===== config.mk =====
export PLATFORM = sky130hd
export DESIGN_NAME = mem_arbiter
export DESIGN_NICKNAME = d
export VERILOG_FILES = /design/src/rtl/mem_arb_pkg.sv /design/src/rtl/mem_arb_prio.sv /design/src/rtl/mem_arbiter.sv
export SDC_FILE = /design/constraint.sdc
export NUM_CORES = 1
export LEC_CHECK = 0
export CELL_PAD_IN_SITES_DETAIL_PLACEMENT = 1
export CELL_PAD_IN_SITES_GLOBAL_PLACEMENT = 1
export CORE_ASPECT_RATIO = 1.2
export CORE_MARGIN = 1
export CORE_UTILIZATION = 29
export CTS_CLUSTER_DIAMETER = 150
export DETAILED_ROUTE_END_ITERATION = 6
export PLACE_DENSITY_LB_ADDON = 0.1
export SLEW_MARGIN = 25
export SYNTH_ARGS = -nofsm -noshare
export SYNTH_HDL_FRONTEND = slang
export SYNTH_SLANG_ARGS = --single-unit

===== constraint.sdc =====
create_clock -name clk -period 2.6 [get_ports clk]
set_input_delay 0.78 -clock clk [delete_from_list [all_inputs] [get_ports clk]]
set_output_delay 0.78 -clock clk [all_outputs]
set_load 0.05 [all_outputs]

===== src/rtl/mem_arb_pkg.sv =====
// Shared encodings for the unified-memory arbiter: FSM states, owner codes and
// 4-bit counter type with a saturating increment.
package mem_arb_pkg;

    localparam int unsigned CNT_W = 4;

    typedef logic [CNT_W-1:0] cnt_t;
    typedef logic [1:0]       state_t;

    localparam state_t StIdle  = 2'd0;
    localparam state_t StIssue = 2'd1;
    localparam state_t StWait  = 2'd2;
    localparam state_t StResp  = 2'd3;

    localparam logic OWNER_CORE = 1'b0;
    localparam logic OWNER_DMA  = 1'b1;

    localparam cnt_t CNT_MAX = '1;

    function automatic cnt_t sat_inc(input cnt_t v);
        return (v == CNT_MAX) ? v : v + cnt_t'(1);
    endfunction

endpackage


===== src/rtl/mem_arb_prio.sv =====
// Combinational winner select between core and DMA requesters.
// With MEM_ARB_DMA_LOCK_EN defined, an active DMA lock also forces a DMA grant.
module mem_arb_prio
    import mem_arb_pkg::*;
#(
    parameter int unsigned STARVE_MAX = 4
) (
    input  logic c_req,
    input  logic d_req,
    input  cnt_t starve_cnt,
`ifdef MEM_ARB_DMA_LOCK_EN
    input  logic lock_active,
`endif
    output logic grant_valid,
    output logic grant_owner
);

    localparam cnt_t StarveMax = cnt_t'(STARVE_MAX);

    logic starve_hit;
    logic dma_first;

    assign starve_hit = (starve_cnt >= StarveMax);

`ifdef MEM_ARB_DMA_LOCK_EN
    assign dma_first = d_req & (lock_active | starve_hit);
`else
    assign dma_first = d_req & starve_hit;
`endif

    assign grant_valid = c_req | d_req;
    // Core wins by default; DMA only when it is forced or the core is absent.
    assign grant_owner = (dma_first | ~c_req) ? OWNER_DMA : OWNER_CORE;

endmodule


===== src/rtl/mem_arbiter.sv =====
// Two-requester arbiter for the unified memory: fixed-latency issue/wait/respond
// sequencing with starvation relief. MEM_ARB_DMA_LOCK_EN adds a DMA burst lock.
module mem_arbiter
    import mem_arb_pkg::*;
#(
    parameter int unsigned AW         = 32,
    parameter int unsigned DW         = 32,
    parameter int unsigned MEM_LAT    = 1,
    parameter int unsigned STARVE_MAX = 4
`ifdef MEM_ARB_DMA_LOCK_EN
    ,
    parameter int unsigned LOCK_MAX   = 8
`endif
) (
    input  logic          clk,
    input  logic          reset,
    input  logic          c_req,
    input  logic          c_we,
    input  logic [AW-1:0] c_addr,
    input  logic [DW-1:0] c_wdata,
    output logic [DW-1:0] c_rdata,
    output logic          c_ack,
    input  logic          d_req,
    input  logic          d_we,
    input  logic [AW-1:0] d_addr,
    input  logic [DW-1:0] d_wdata,
    output logic [DW-1:0] d_rdata,
    output logic          d_ack,
    output logic          m_en,
    output logic          m_we,
    output logic [AW-1:0] m_addr,
    output logic [DW-1:0] m_wdata,
    input  logic [DW-1:0] m_rdata,
    output logic          busy,
    output logic          owner
`ifdef MEM_ARB_DMA_LOCK_EN
    ,
    input  logic          d_lock
`endif
);

    localparam cnt_t MemLatM1 = cnt_t'(MEM_LAT - 1);

    state_t        state_q, state_d;
    cnt_t          wait_cnt_q, wait_cnt_d;
    cnt_t          starve_q, starve_d;
    logic          owner_q, owner_d;
    logic          m_we_q, m_we_d;
    logic [AW-1:0] m_addr_q, m_addr_d;
    logic [DW-1:0] m_wdata_q, m_wdata_d;
    logic [DW-1:0] c_rdata_q, c_rdata_d;
    logic [DW-1:0] d_rdata_q, d_rdata_d;

    logic grant_valid;
    logic grant_owner;

`ifdef MEM_ARB_DMA_LOCK_EN
    localparam cnt_t LockMax = cnt_t'(LOCK_MAX);

    logic lock_q, lock_d;
    cnt_t lock_cnt_q, lock_cnt_d;
`endif

    mem_arb_prio #(
        .STARVE_MAX (STARVE_MAX)
    ) u_prio (
        .c_req       (c_req),
        .d_req       (d_req),
        .starve_cnt  (starve_q),
`ifdef MEM_ARB_DMA_LOCK_EN
        .lock_active (lock_q),
`endif
        .grant_valid (grant_valid),
        .grant_owner (grant_owner)
    );

    always_comb begin
        state_d    = state_q;
        wait_cnt_d = wait_cnt_q;
        starve_d   = starve_q;
        owner_d    = owner_q;
        m_we_d     = m_we_q;
        m_addr_d   = m_addr_q;
        m_wdata_d  = m_wdata_q;
        c_rdata_d  = c_rdata_q;
        d_rdata_d  = d_rdata_q;

        unique case (state_q)
            StIdle: begin
                if (!d_req) begin
                    starve_d = '0;
                end
                if (grant_valid) begin
                    state_d = StIssue;
                    owner_d = grant_owner;
                    if (grant_owner == OWNER_DMA) begin
                        m_we_d    = d_we;
                        m_addr_d  = d_addr;
                        m_wdata_d = d_wdata;
                        starve_d  = '0;
                    end else begin
                        m_we_d    = c_we;
                        m_addr_d  = c_addr;
                        m_wdata_d = c_wdata;
                        if (d_req) begin
                            starve_d = sat_inc(starve_q);
                        end
                    end
                end
            end
            StIssue: begin
                wait_cnt_d = MemLatM1;
                state_d    = (MEM_LAT == 1) ? StResp : StWait;
            end
            StWait: begin
                wait_cnt_d = wait_cnt_q - cnt_t'(1);
                if (wait_cnt_q <= cnt_t'(1)) begin
                    state_d = StResp;
                end
            end
            StResp: begin
                if (owner_q == OWNER_CORE) begin
                    c_rdata_d = m_rdata;
                end else begin
                    d_rdata_d = m_rdata;
                end
                state_d = StIdle;
            end
            default: state_d = StIdle;
        endcase
    end

    always_ff @(posedge clk) begin
        if (!reset) begin
            state_q    <= StIdle;
            wait_cnt_q <= '0;
            starve_q   <= '0;
            owner_q    <= OWNER_CORE;
            m_we_q     <= 1'b0;
            m_addr_q   <= '0;
            m_wdata_q  <= '0;
            c_rdata_q  <= '0;
            d_rdata_q  <= '0;
        end else begin
            state_q    <= state_d;
            wait_cnt_q <= wait_cnt_d;
            starve_q   <= starve_d;
            owner_q    <= owner_d;
            m_we_q     <= m_we_d;
            m_addr_q   <= m_addr_d;
            m_wdata_q  <= m_wdata_d;
            c_rdata_q  <= c_rdata_d;
            d_rdata_q  <= d_rdata_d;
        end
    end

`ifdef MEM_ARB_DMA_LOCK_EN
    // Lock is armed by a locked DMA response and counts DMA grants made under it.
    always_comb begin
        lock_d     = lock_q;
        lock_cnt_d = lock_cnt_q;
        if (state_q == StIdle && grant_valid) begin
            if (grant_owner == OWNER_CORE) begin
                lock_d     = 1'b0;
                lock_cnt_d = '0;
            end else if (lock_q) begin
                lock_cnt_d = sat_inc(lock_cnt_q);
            end
        end else if (state_q == StResp) begin
            if (owner_q == OWNER_DMA && d_lock && lock_cnt_q < LockMax) begin
                lock_d = 1'b1;
            end else begin
                lock_d     = 1'b0;
                lock_cnt_d = '0;
            end
        end
    end

    always_ff @(posedge clk) begin
        if (!reset) begin
            lock_q     <= 1'b0;
            lock_cnt_q <= '0;
        end else begin
            lock_q     <= lock_d;
            lock_cnt_q <= lock_cnt_d;
        end
    end
`endif

    // Ack and read data are presented in the response cycle itself; a reset
    // arriving in that cycle suppresses the ack.
    assign c_ack   = reset & (state_q == StResp) & (owner_q == OWNER_CORE);
    assign d_ack   = reset & (state_q == StResp) & (owner_q == OWNER_DMA);
    assign c_rdata = c_ack ? m_rdata : c_rdata_q;
    assign d_rdata = d_ack ? m_rdata : d_rdata_q;

    assign m_en    = (state_q == StIssue);
    assign m_we    = m_we_q & m_en;
    assign m_addr  = m_addr_q;
    assign m_wdata = m_wdata_q;
    assign busy    = (state_q != StIdle);
    assign owner   = owner_q;

endmodule


# --- Word level (Yosys, flattened, before mapping) ---
# Index checks and enable logic that the tools add are counted.
totals:
  ff_bits: 140
  latchBits: 0
  ram_bits: 0
  mem_bits_ro: 0
  in_bits: 166
  out_inout_bits: 134
  word_cells: 52
  n_memories: 0
op_classes:
  n_addsub: 2
  n_mul: 0
  div_mod_pow: 0
  order_cmp: 2
  eq_ne: 7
  shifts: 0
  mux: 15
  n_bitwise: 9
  n_reduce_logical: 8
op_table:
  columns: ["cell", "n"]
  rows:
  - ["two-way mux 32 bit", 4]
  - ["two-way mux 4 bit", 5]
  - ["AND reduction 2 bit", 5]
  - ["one-hot mux 2 bit (4 select lines)", 1]
  - ["one-hot mux 4 bit (2 select lines)", 1]
  - ["bitwise AND 1 bit", 5]
  - ["adder 4 x 1 -> 4 bit, second input constant", 1]
  - ["== test 2 bit, second input constant", 2]
  - ["== test 4 bit, second input constant", 1]
  - ["greater-or-equal comparator 4 x 3 -> 1 bit, second input constant", 1]
  - ["<= comparator 4 x 1 -> 1 bit, second input constant", 1]
  - ["two-way mux 2 bit", 2]
  - ["!= test 2 bit, second input constant", 2]
  - ["!= test 4 bit, second input constant", 1]
  - ["nonzero test 2 bit", 2]
  - ["subtractor 4 x 1 -> 4 bit, second input constant", 1]
  - ["== test 2 x 1 -> 1 bit, second input constant", 1]
  - ["zero test 2 bit", 1]
  - ["two-way mux 1 bit", 2]
  - ["inverter 1 bit", 2]
  - ["bitwise OR 1 bit", 2]

# --- Depth between registers and ports, before layout ---
depth:
  ltp_word: 6
  ltp_mapped: 9
  ltp_nobuf: 6

# --- By module ---
# From an unflattened synthesis, not the netlist that was laid out.
hier_totals:
  hier_cells: 590
  area_unflattened_um2: 6511.2
modules_own_cells:
  columns: ["module", "instances", "cells_each", "area_each_um2", "seq_area_each_um2"]
  rows:
  - ["mem_arbiter", 1, 587, 6496.2, 2802.7]
  - ["mem_arb_prio", 1, 3, 15.0, 0.0]

# --- Worst setup path before layout ---
# Ideal clock, no wire load.
synth_path:
  path_type: "reg-to-output"
  from: "reg owner_q (netlist: owner)"
  to: "out d_rdata[14]"
  arrival_ns: 1.784
  t_required_ns: 1.820
  setup_slack_ns: 0.036
  path_stages_with_launch: 5
  n_path_buf: 2
  path_cell_list: "dfxtp_1 -> and3_1 -> buf_6 -> buf_4 -> mux2_1"
synth_via:
  elab_chain_cells: 2
synth_lines:
  columns: ["element", "line_no", "text"]
  rows:
  - ["start, declared", "mem_arbiter.sv:47", "logic owner_q, owner_d;"]
  - ["start signal, assigned", "mem_arbiter.sv:148", "owner_q <= owner_d;"]
  - ["bitwise AND 1 bit", "mem_arbiter.sv:193", "assign d_ack = reset & (state_q == StResp) & (owner_q == OWNER_DMA);"]
  - ["two-way mux 32 bit", "mem_arbiter.sv:195", "assign d_rdata = d_ack ? m_rdata : d_rdata_q;"]
  - ["end, declared", "mem_arbiter.sv:27", "output logic [DW-1:0] d_rdata,"]
# Every way passes these cells.

# --- Worst setup path after layout ---
layout_path:
  from: "reg state_q[0]"
  to: "out d_rdata[16]"
layout_via:
  elab_chain_cells: 4
layout_lines:
  columns: ["element", "line_no", "text"]
  rows:
  - ["start, declared", "mem_arbiter.sv:44", "state_t state_q, state_d;"]
  - ["start signal, assigned", "mem_arbiter.sv:135", "state_q <= StIdle;"]
  - ["start signal, assigned", "mem_arbiter.sv:145", "state_q <= state_d;"]
  - ["== test 2 bit", "mem_arbiter.sv:193", null]
  - ["bitwise AND 1 bit (2 in series)", "mem_arbiter.sv:193", null]
  - ["two-way mux 32 bit", "mem_arbiter.sv:195", null]
# Every way passes these cells.

==> reports/metrics.cfg <==
[final_layout]
fin_util_pct = 52.6
final_area_mm2 = 0.0108
fillCellCount = 2221
seq_area_mm2 = 0.00281
multiInputGateArea_mm2 = 0.00313
drive_gt1_share_pct = 24.8
synthToLayoutAreaGrowth_pct = 76.5
fin_nets = 1144

[clock_tree]
cts_sinks = 140
cts_htree_levels = 4
cts_buffers = 17
insertion_delay_ps = 420
path_clk_slew_ps = 60
root_buffer = clkbuf_16
cts.path.max_buffers = 2
ctsHoldBuffers = 0
tritoncts = done

[yosys]
ys_top_cells_by_area = dfxtp_1, a22o_1, mux2_1, nand2_1, a31oi_1
synth_fp_nets = 821
ys_seq_area_share_pct = 45.9
synth_xor_xnor_area_share_pct = 0
ys_types = 32
synthesis.area_mm2 = 0.00610
yosys_warnings = 0
yosysTopAreaCell = dfxtp_1
synth_fa_ha_area_share_pct = 1.44
synthMuxAreaShare_pct = 13.2
synth_compound_gate_area_share_pct = 23.0
synthSimpleGateAreaFrac_pct = 10.4
synth_top_family_by_area = compound AO/OA/AOI/OAI gates
syn_inst = 648
avgSynthCellArea_um2 = 9.42
synth-seq-cells = 140
yosys.area.top_type_share_pct = 45.9

[placed_design]
io_buffers = 299
place.gp.congestion = 0.771
postPlaceCellArea_mm2 = 0.00941
dp_hpwl_mm = 15.7

[sta]
rsz0062_at_grt = true
drv_slew = 0
worst_slack_ps = -99.4
tightest_slew_ps = 774
period_share_pct = 104
period_minus_slack_ps = 2700
fmax_mhz = 370
skew_ps = 11.0
finalSetupViolations = 62
final-hold-violation-count = 0
slew-limit-headroom_pct = 48.4

[job]
maxCapViolCount = 0

[grt]
antenna_found_initial = 2
overflow = 0
grt_pass1_vias = 6532
groute.usage.overall_pct = 20.9
grt_pass1_wl_mm = 35.0
grt_max_degree = 83

[pwr]
power_density_mw_per_mm2 = 828
p_leak_nw = 4.41
peakVddDrop_mv = 0.463

[worst_setup_path]
worstPathMaxFanout = 6
reg2reg_from = state_q[1]
startpoint_type = register
crit_type = register to primary output
cp.arrival_ps = 1920
worst_r2r_endpoint = m_addr[16]
crit_start = state_q[0]
worstPathRequired_ps = 1820
setup.worst_path.end_class = primary output
r2r_cells = 9
rrSetupSlack_ps = 610

[worst_hold_path]
holdPathStages = 1
hp-start = d_rdata_q[6]
min_path_type = register to register
hold_end = d_rdata_q[6]

[routing]
routedWlPerCell_um = 18.8
drtIter0Drc = 265
drc = 0
vias = 6255
wirelength_mm = 23.6
drt_pass1_iterations = 4
via_per_inst = 5.00
antenna_left = 0

[floorplanning]
design.core.area_mm2 = 0.0205
die_h_um = 161
ios = 300
initial_core_util_pct = 29.8
num_rows = 57
die-area_mm2 = 0.0216
die_w_um = 134

[outcome]
status = finished with violations
violations = negative setup slack

cells in the final DEF (no fill, tap or decap), types with 5 or more instances in the layout:
cell type	Yosys	layout
o21ai_0	69	69
clkbuf_16	0	21
clkdlybuf4s50_1	0	227
dfxtp_1	140	138
buf_4	4	45
clkinv_2	0	5
buf_6	8	60
ha_1	7	6
a22o_1	64	64
inv_1	5	5
nand2_1	139	138
buf_12	0	16
a31oi_1	65	65
buf_8	0	8
mux2_4	17	64
worst max path at each step:
stage | to | slack, ps
final | d_rdata[16] | -100
after global routing | d_rdata[16] | -180
after CTS | d_rdata[1] | -150
after detailed placement | d_rdata[14] | -80
after global placement | d_rdata[14] | -50
after floorplan | d_rdata[14] | 40
worst max-delay path, cell delays in order (launching register included):
cell       delay [ps]
dfxtp_2           350
ha_4              160
and3_4            240
buf_6             130
clkbuf_16         160
mux2_4            310
buf_6             160
power by group:
group / total (mW) / leakage, nW / switching [mW] / internal (mW)
logic: 3.79 / 2.98 / 2.29 / 1.50
registers: 2.71 / 1.15 / 0.200 / 2.51
clock network: 2.42 / 0.286 / 0.982 / 1.44
final cells by class:
type	count	area share (%)
clock buffer	18	4.08
antenna	2	0.0465
inverter	7	0.244
sequential	140	26.1
clock inverter	14	1.34
timing repair buffer	363	36.1
tap	265	3.08
multi-input combinational	442	29.1
cells by family after synthesis:
family                   Yosys count
flip-flops                       140
adder cells (fa/ha/maj)            7
AND/OR/NAND/NOR                  158
buffers and inverters             66
multiplexers                      66
AO/OA/AOI/OAI                    211
repair_timing:
item                                    in CTS  in global routing
setup buffers                               10                  5
pin swaps                                    2                  2
endpoints found under the setup margin      64                 64
gates cloned                                 3                  5
resized for setup                           69                 74
stage by stage:
step / setup TNS, ps / total power, mW / hold slack [ps] / setup WS [ps] / cells
final: -3350 / 8.92 / 475 / -99.4 / 1251
after floorplan: 0 / 4.93 / 435 / 36.3 / 648
after global routing: -7990 / 9.35 / 491 / -182 / 1251
after CTS: -7040 / 8.86 / 471 / -146 / 1240
after global placement: -1130 / 6.25 / 449 / -46.8 / 1195
after detailed placement: -2620 / 6.31 / 451 / -77.3 / 1195
per-layer routing:
layer | global-route usage, % | wire, um | up-vias
met3 | 7.23 | 1670 | 27
met4 | 7.97 | 500 | 0
li1 | - | - | 2981
met1 | 23.1 | 9290 | 3037
met2 | 36.6 | 12100 | 210
met5 | 0 | 0 | -
state kept, by name, indices dropped and copies added (netlist names):
name	flops
m_wdata	32
wait_cnt_q	4
m_we_q	1
owner	1
d_rdata_q	32
state_q	2
m_addr	32
c_rdata_q	32
starve_q	4
synth_stat cells, drive strengths merged:
master  instances
a21boi          2
a21o            1
a21oi           3
a22o           64
a22oi           2
a31oi          65
and2            4
and3            3
buf            51
clkbuf          8
dfxtp         140
ha              7
inv             7
mux2           64
mux2i           2
nand2         139
nand2b          1
nand3           2
nand3b          1
nor2            4
nor2b           2
nor3            1
nor3b           1
o21ai          71
o22ai           3
Note: power is estimated with default switching activity, not from simulation.
